`config.mk`:
```
export PLATFORM = sky130hd
export DESIGN_NAME = m68k_bus_ctrl
export DESIGN_NICKNAME = d
export VERILOG_FILES = /design/src/rtl/m68k_bus_ctrl.sv
export SDC_FILE = /design/constraint.sdc
export NUM_CORES = 1
export LEC_CHECK = 0
export ABC_AREA = 1
export CAP_MARGIN = 20
export CORE_ASPECT_RATIO = 1.5
export CORE_UTILIZATION = 54
export DETAILED_ROUTE_END_ITERATION = 8
export GPL_TIMING_DRIVEN = 0
export PLACE_DENSITY = 0.77
export SYNTH_ARGS = -nofsm -noshare
export SYNTH_HDL_FRONTEND = slang
export SYNTH_SLANG_ARGS = --single-unit
```
`constraint.sdc`:
```
create_clock -name clk -period 1.51 [get_ports clk]
set_input_delay 0.302 -clock clk [delete_from_list [all_inputs] [get_ports clk]]
set_output_delay 0.302 -clock clk [all_outputs]
set_load 0.02 [all_outputs]
```
`src/rtl/m68k_bus_ctrl.sv`:
```
// 68000 bus-cycle controller: turns decoded region selects and CPU strobes into
// DTACK_n with per-region wait states, write strobes, and a hung-cycle timeout.
module m68k_bus_ctrl #(
  parameter int BRAM_WAIT = 2,
  parameter int TIMEOUT   = 255
) (
  input  logic clk,
  input  logic reset_n,
  input  logic cpu_as_n,
  input  logic cpu_rw,
  input  logic prog_rom_cs,
  input  logic bram_cs,
  input  logic reg_cs,
  input  logic rom_ack,
  output logic dtack_n,
  output logic rom_req,
  output logic wr_stb,
  output logic timeout_err
);

  typedef enum logic [2:0] {IDLE, WAIT_BRAM, WAIT_ROM, WAIT_NONE, ACK} state_t;

  localparam logic [3:0] BW_LAST = (BRAM_WAIT > 0) ? 4'(BRAM_WAIT - 1) : 4'd0;
  localparam logic [7:0] TO_LAST = 8'(TIMEOUT);

  state_t     state_q, state_d;
  logic       dtack_n_q, dtack_n_d;
  logic       rom_req_q, rom_req_d;
  logic       wr_stb_q, wr_stb_d;
  logic       timeout_err_q, timeout_err_d;
  logic       wr_pend_q, wr_pend_d;
  logic [3:0] wait_cnt_q, wait_cnt_d;
  logic [7:0] to_cnt_q, to_cnt_d;
  logic       to_expired;

  assign to_expired = (to_cnt_q == TO_LAST);

  always_comb begin
    state_d       = state_q;
    dtack_n_d     = dtack_n_q;
    rom_req_d     = rom_req_q;
    wr_stb_d      = 1'b0;
    timeout_err_d = 1'b0;
    wr_pend_d     = wr_pend_q;
    wait_cnt_d    = wait_cnt_q;
    to_cnt_d      = to_cnt_q;
    case (state_q)
      IDLE: begin
        dtack_n_d  = 1'b1;
        rom_req_d  = 1'b0;
        wr_pend_d  = 1'b0;
        wait_cnt_d = 4'd0;
        to_cnt_d   = 8'd0;
        if (!cpu_as_n) begin
          if (prog_rom_cs) begin
            // ROM writes are acknowledged but otherwise dropped
            if (cpu_rw) begin
              state_d   = WAIT_ROM;
              rom_req_d = 1'b1;
            end else begin
              state_d = ACK;
            end
          end else if (bram_cs) begin
            wr_pend_d = !cpu_rw;
            state_d   = (BRAM_WAIT == 0) ? ACK : WAIT_BRAM;
          end else if (reg_cs) begin
            wr_pend_d = !cpu_rw;
            state_d   = ACK;
          end else begin
            state_d = WAIT_NONE;
          end
        end
      end
      WAIT_BRAM: begin
        to_cnt_d   = to_cnt_q + 8'd1;
        wait_cnt_d = wait_cnt_q + 4'd1;
        if (cpu_as_n) begin
          state_d   = IDLE;
          wr_pend_d = 1'b0;
        end else if (wait_cnt_q == BW_LAST) begin
          state_d = ACK;
        end else if (to_expired) begin
          state_d       = ACK;
          timeout_err_d = 1'b1;
        end
      end
      WAIT_ROM: begin
        to_cnt_d = to_cnt_q + 8'd1;
        if (cpu_as_n) begin
          state_d   = IDLE;
          rom_req_d = 1'b0;
        end else if (rom_ack) begin
          // ack wins over a coincident timeout
          state_d   = ACK;
          rom_req_d = 1'b0;
        end else if (to_expired) begin
          state_d       = ACK;
          rom_req_d     = 1'b0;
          timeout_err_d = 1'b1;
        end
      end
      WAIT_NONE: begin
        to_cnt_d = to_cnt_q + 8'd1;
        if (cpu_as_n) begin
          state_d = IDLE;
        end else if (to_expired) begin
          state_d       = ACK;
          timeout_err_d = 1'b1;
        end
      end
      ACK: begin
        if (cpu_as_n) begin
          state_d   = IDLE;
          dtack_n_d = 1'b1;
          wr_pend_d = 1'b0;
        end else begin
          dtack_n_d = 1'b0;
          // dtack_n still high marks the first ACK clock: strobe once
          wr_stb_d  = dtack_n_q & wr_pend_q;
        end
      end
      default: state_d = IDLE;
    endcase
  end

  always_ff @(posedge clk or negedge reset_n) begin
    if (!reset_n) begin
      state_q       <= IDLE;
      dtack_n_q     <= 1'b1;
      rom_req_q     <= 1'b0;
      wr_stb_q      <= 1'b0;
      timeout_err_q <= 1'b0;
      wr_pend_q     <= 1'b0;
      wait_cnt_q    <= 4'd0;
      to_cnt_q      <= 8'd0;
    end else begin
      state_q       <= state_d;
      dtack_n_q     <= dtack_n_d;
      rom_req_q     <= rom_req_d;
      wr_stb_q      <= wr_stb_d;
      timeout_err_q <= timeout_err_d;
      wr_pend_q     <= wr_pend_d;
      wait_cnt_q    <= wait_cnt_d;
      to_cnt_q      <= to_cnt_d;
    end
  end

  assign dtack_n     = dtack_n_q;
  assign rom_req     = rom_req_q;
  assign wr_stb      = wr_stb_q;
  assign timeout_err = timeout_err_q;

endmodule

```
Word level (Yosys, flattened, before mapping)
Index checks and enable logic that the tools add are counted.
- bits in latches: 0
- memory bits (writable): 0
- register bits after elaboration: 20
- bits of input ports: 8
- memories: 0
- ROM bits: 0
- word-level logic and storage cells: 72
- output and inout port bits: 4
- divide/modulo/power cells: 0
- eq/ne operators: 10
- $add $sub $neg: 2
- shift-type cells: 0
- muxes and demuxes: 39
- bitwise logic cells: 1
- reduce and logical (&&, ||, !) cells: 12
- multipliers: 0
- magnitude comparators: 0
- operator list (operator ; number):
    3-bit 2-to-1 mux ; 12
    1-bit 2-to-1 mux ; 20
    8-bit one-hot mux with 2 select lines ; 1
    3-bit one-hot mux with 5 select lines ; 1
    2-bit nonzero test ; 5
    8-bit by 1-bit adder with 8-bit output (second input constant) ; 1
    8-bit == test (second input constant) ; 1
    4-bit one-hot mux with 2 select lines ; 1
    3-bit by 2-bit == test with 1-bit output (second input constant) ; 2
    1-bit one-hot mux with 2 select lines ; 3
    2-bit AND reduction ; 3
    4-bit by 1-bit adder with 4-bit output (second input constant) ; 1
    4-bit by 1-bit == test with 1-bit output (second input constant) ; 1
    2-bit != test (second input constant) ; 2
    4-bit != test (second input constant) ; 1
    3-bit by 1-bit == test with 1-bit output (second input constant) ; 1
    3-bit == test (second input constant) ; 1
    3-bit zero test ; 1
    1-bit one-hot mux with 3 select lines ; 1
    3-bit OR reduction ; 1
    2-bit by 1-bit != test with 1-bit output (second input constant) ; 1
    2-bit OR reduction ; 1
    1-bit AND ; 1
    1-bit zero test ; 1

Depth between registers and ports, before layout
- depth after elaboration: 6
- gate-level depth with buffers: 9
- gate-level depth less buffers: 9

Worst setup path after synthesis
OpenSTA, ideal clock, no wires.
- kind: register to register
- start point: register state_q[2]
- end point: register to_cnt_q[6]
- arrival time: 1055 ps
- library setup time: 123 ps
- setup slack: 331 ps
- data required time: 1387 ps
- period minus slack after synthesis: 1179 ps
- cell stages (with the launch flop): 8
- path buffers: 1
- path through: dfrtp_1 -> buf_6 -> inv_2 -> nand2_1 -> nor2_2 -> nand3_1 -> o21ai_0 -> a21oi_1
- word-level cells in the longest chain between the ends: 3
- elaborated cells between the ends (all ways): 7
- classes of those cells: 3 x eq/ne; 1 x mux; 3 x reduce/logical
- ends and longest elaborated chain (what ; line ; text):
    start: declaration ; 26 ; state_t state_q, state_d;
    start signal: assignment ; 137 ; state_q <= state_d;
    3-bit by 2-bit == test with 1-bit output / 3-bit by 1-bit == test with 1-bit output (equally long branches) ; 47 ; case (state_q)
    3-bit OR reduction (no line) ; -- ;
    8-bit one-hot mux with 2 select lines / 2-bit nonzero test (equally long branches) ; -- ;
    end signal: assignment ; 144 ; to_cnt_q <= to_cnt_d;
    end: declaration ; 33 ; logic [7:0] to_cnt_q, to_cnt_d;
Parallel ways exist; a longest one is shown, timed or not.
A chain may end at the register's enable or synchronous reset.

Final worst setup path
- start point: register dtack_n_q (netlist: dtack_n)
- end point: output dtack_n
- RTL lines (what ; line ; text):
    start: declaration ; 27 ; logic dtack_n_q, dtack_n_d;
    start signal: assignment ; 138 ; dtack_n_q <= dtack_n_d;
    end: declaration ; 15 ; output logic dtack_n,
No word-level cell between the ends.

==> impl_results.md <==
* Sequential share of the synthesized area at 0.444
* Pre-CTS WS at -65.9 ps
* Total number of vias at 970
* Drt pass-1 iters at 4
* Post-DRT Antenna Nets at 0
* CTS tree: built
* Final hold slack at 490 ps
* Clock Pin Slew Worst Setup and Hold Paths at 110 ps
* Number of synthesized register bits at 20
* Core area at 1900 µm²
* Post-route cell area at 1290 µm²
* Row count at 19
* R2R Setup Slk at 120 ps
* Mapped Area at 1130 µm²
* Crit path kind: flip-flop to output pin
* Worst Tran Pin Value at 887 ps
* Synth Warn # at 0
* Starting Density at 0.594
* DRC viols at 0
* MaxCap Viol Count at 0
* Postcts setup bufs at 0
* Commonest non-fill, non-tap cells in the layout: nand2_1, dfrtp_1, inv_1, nor2_1, nand3_1
* Min Tclk post-route at 1450 ps
* Synth area leader: dfrtp_1
* Port buffer count at 11
* Top cells by area, synth: dfrtp_1, nand2_1, nand3_1, inv_1, nor2_1
* Crit start category: flip-flop
* All-Layer GR Usage at 0.237
* Worst r2r src: state_q[0]
* Die Ht at 58.0 µm
* CTS buffer count at 3
* Die W at 39.3 µm
* Full die area at 2280 µm²
* CTS max path bufs at 2
* Fmax at 690 MHz
* Max-slew headroom at 0.407
* Vias/cell at 5.45
* Run status: complete, no violations
* Largest net degree at the start of global routing at 21
* Fill cell count at 167
* CP max stage delay at 550 ps
* Dpl cell area at 1270 µm²
* Starting DRT DRC Count at 34
* Antenna cells at 0
* GP Congestion at 0.881
* RSZ-0062 raised after global routing: no
* Total Wirelength at 2.19 mm
* Fin. max-slew vios at 0
* Worst EP arrival at 1150 ps
* Clock Skews at 2.90 ps
* CTS root buffer: clkbuf_4
* Clk_lat worst skew at 300 ps
* Crit. Startpoint: dtack_n
* Area growth from synthesis to layout at 14.1%
* Finish-stage setup viols at 0
* CP Buf/Inv Count at 1
* Mapped Nets at 153
* H-tree depth at 1
* DP HPWL at 1.68 mm
* Post-synthesis cell type count at 25
* Reg2reg path depth at 4
* CP endpoint kind: output pin
* Mapped Cells at 142
* GR Overflow Total at 0
* First-pass GRT wire length at 3.86 mm
* Sink Count at 20
* Share of layout cells above drive strength 1 at 0.127
* Cell Chain, Critical Path: clkdlybuf4s15_1
* Share of the synthesized area in the top cell type at 0.421
* PwrDens at 1240 nW/µm²
* Vias in the first global route at 944
* Fin nets at 169
* Routed WL per cell at 12.3 µm
* Worst hold-check path type: primary input to asynchronous set/reset pin
* Syn_area_per_cell at 7.96 µm²
* I/O Pins at 12
* Slowest cell on crit path: dfstp_2
* Leading cell type in the layout, fill and taps excluded: nand2_1
* Initial antenna violation count at 0
* Reg2reg end: wait_cnt_q[3]
* CP Max Fanout at 3
* Top Family by Delay on Critical Path: flip-flops
* Final Hold Viols at 0
* Max IR drop VDD at 0.000865 V
* Hold Buf Count CTS at 0
* Worst Slack Setup Final at 60.0 ps
* Leakage at 0.587 nW
* Period utilization at 0.960
* CP required at 1210 ps
-- power breakdown --
| group | switching (mW) | leakage (nW) | internal [mW] |
|---|---|---|---|
| combinational | 0.414 | 0.300 | 0.224 |
| sequential | 0.0715 | 0.272 | 0.622 |
| clock | 0.164 | 0.0150 | 0.103 |
| total | 0.649 | 0.587 | 0.949 |
-- what timing repair did --
item	CTS	global route
endpoints found under the setup margin	4	1
gates cloned	0	0
resized for setup	4	1
-- sequential cells by signal, summed over array words and instances, names as in the netlist --
register     cells
dtack_n          1
to_cnt_q         8
wr_pend_q        1
wr_stb           1
state_q          3
wait_cnt_q       4
rom_req          1
timeout_err      1
-- area by class of cell --
class                           count  area, µm²  area share
Sequential cell                    20        502       0.389
Timing Repair Buffer               11        106      0.0825
Tap cell                           21       26.3      0.0204
Buffer                              1       11.3     0.00874
Multi-Input combinational cell    102        546       0.423
Inverter                           19       71.3      0.0553
Clock buffer                        4       26.3      0.0204
-- cells in the mapped netlist --
| cell | n |
|---|---|
| a21boi_0 | 2 |
| a21oi_1 | 9 |
| a21oi_2 | 1 |
| a22o_1 | 1 |
| and2_1 | 1 |
| buf_6 | 1 |
| dfrtp_1 | 19 |
| dfstp_2 | 1 |
| ha_1 | 3 |
| inv_1 | 15 |
| inv_2 | 4 |
| nand2_1 | 29 |
| nand2_2 | 2 |
| nand2_4 | 1 |
| nand3_1 | 13 |
| nor2_1 | 15 |
| nor2_2 | 3 |
| nor2_4 | 3 |
| nor3b_2 | 1 |
| o211ai_1 | 2 |
| o21ai_0 | 10 |
| o21ai_1 | 1 |
| o21bai_1 | 1 |
| o22ai_1 | 3 |
| xnor2_1 | 1 |
-- how the worst max path moves through the flow --
stage	end	slack, ps	cells past startpoint
6_report	dtack_n	60	1
5_1_grt	wait_cnt_q[3]	20	4
4_1_cts	dtack_n	20	1
3_5_place_dp	wr_pend_q	-70	4
3_3_place_gp	state_q[2]	-50	7
2_1_floorplan	to_cnt_q[6]	330	7
-- per-layer routing --
layer | part of all wire | vias up | track usage | routed length, µm
li1 | - | 495 | - | -
met1 | 0.43 | 449 | 0.293 | 935
met2 | 0.53 | 21 | 0.395 | 1160
met3 | 0.031 | 5 | 0.0230 | 68
met4 | 0.014 | 0 | 0.118 | 31
met5 | 0 | - | 0 | 0
-- cell families (layout without fill, tap and decap cells) --
family / Yosys count / in the layout / synth area share
AND/OR/NAND/NOR: 68 / 68 / 0.288
buffers and inverters: 20 / 35 / 0.0731
adder cells (fa/ha/maj): 3 / 3 / 0.0332
XOR/XNOR: 1 / 1 / 0.00775
flip-flops: 20 / 20 / 0.444
AO/OA/AOI/OAI: 30 / 30 / 0.154
-- through the flow --
step | setup TNS (ps) | total power [mW] | utilization | std cells
floorplan | 0 | 1.16 | - | 142
global placement | -184 | 1.34 | 0.666 | 174
detailed placement | -240 | 1.36 | 0.666 | 174
CTS | 0 | 1.61 | 0.677 | 178
global route | 0 | 1.72 | 0.678 | 178
finish | 0 | 1.60 | 0.678 | 178
Note: power is estimated with default switching activity, not from simulation.
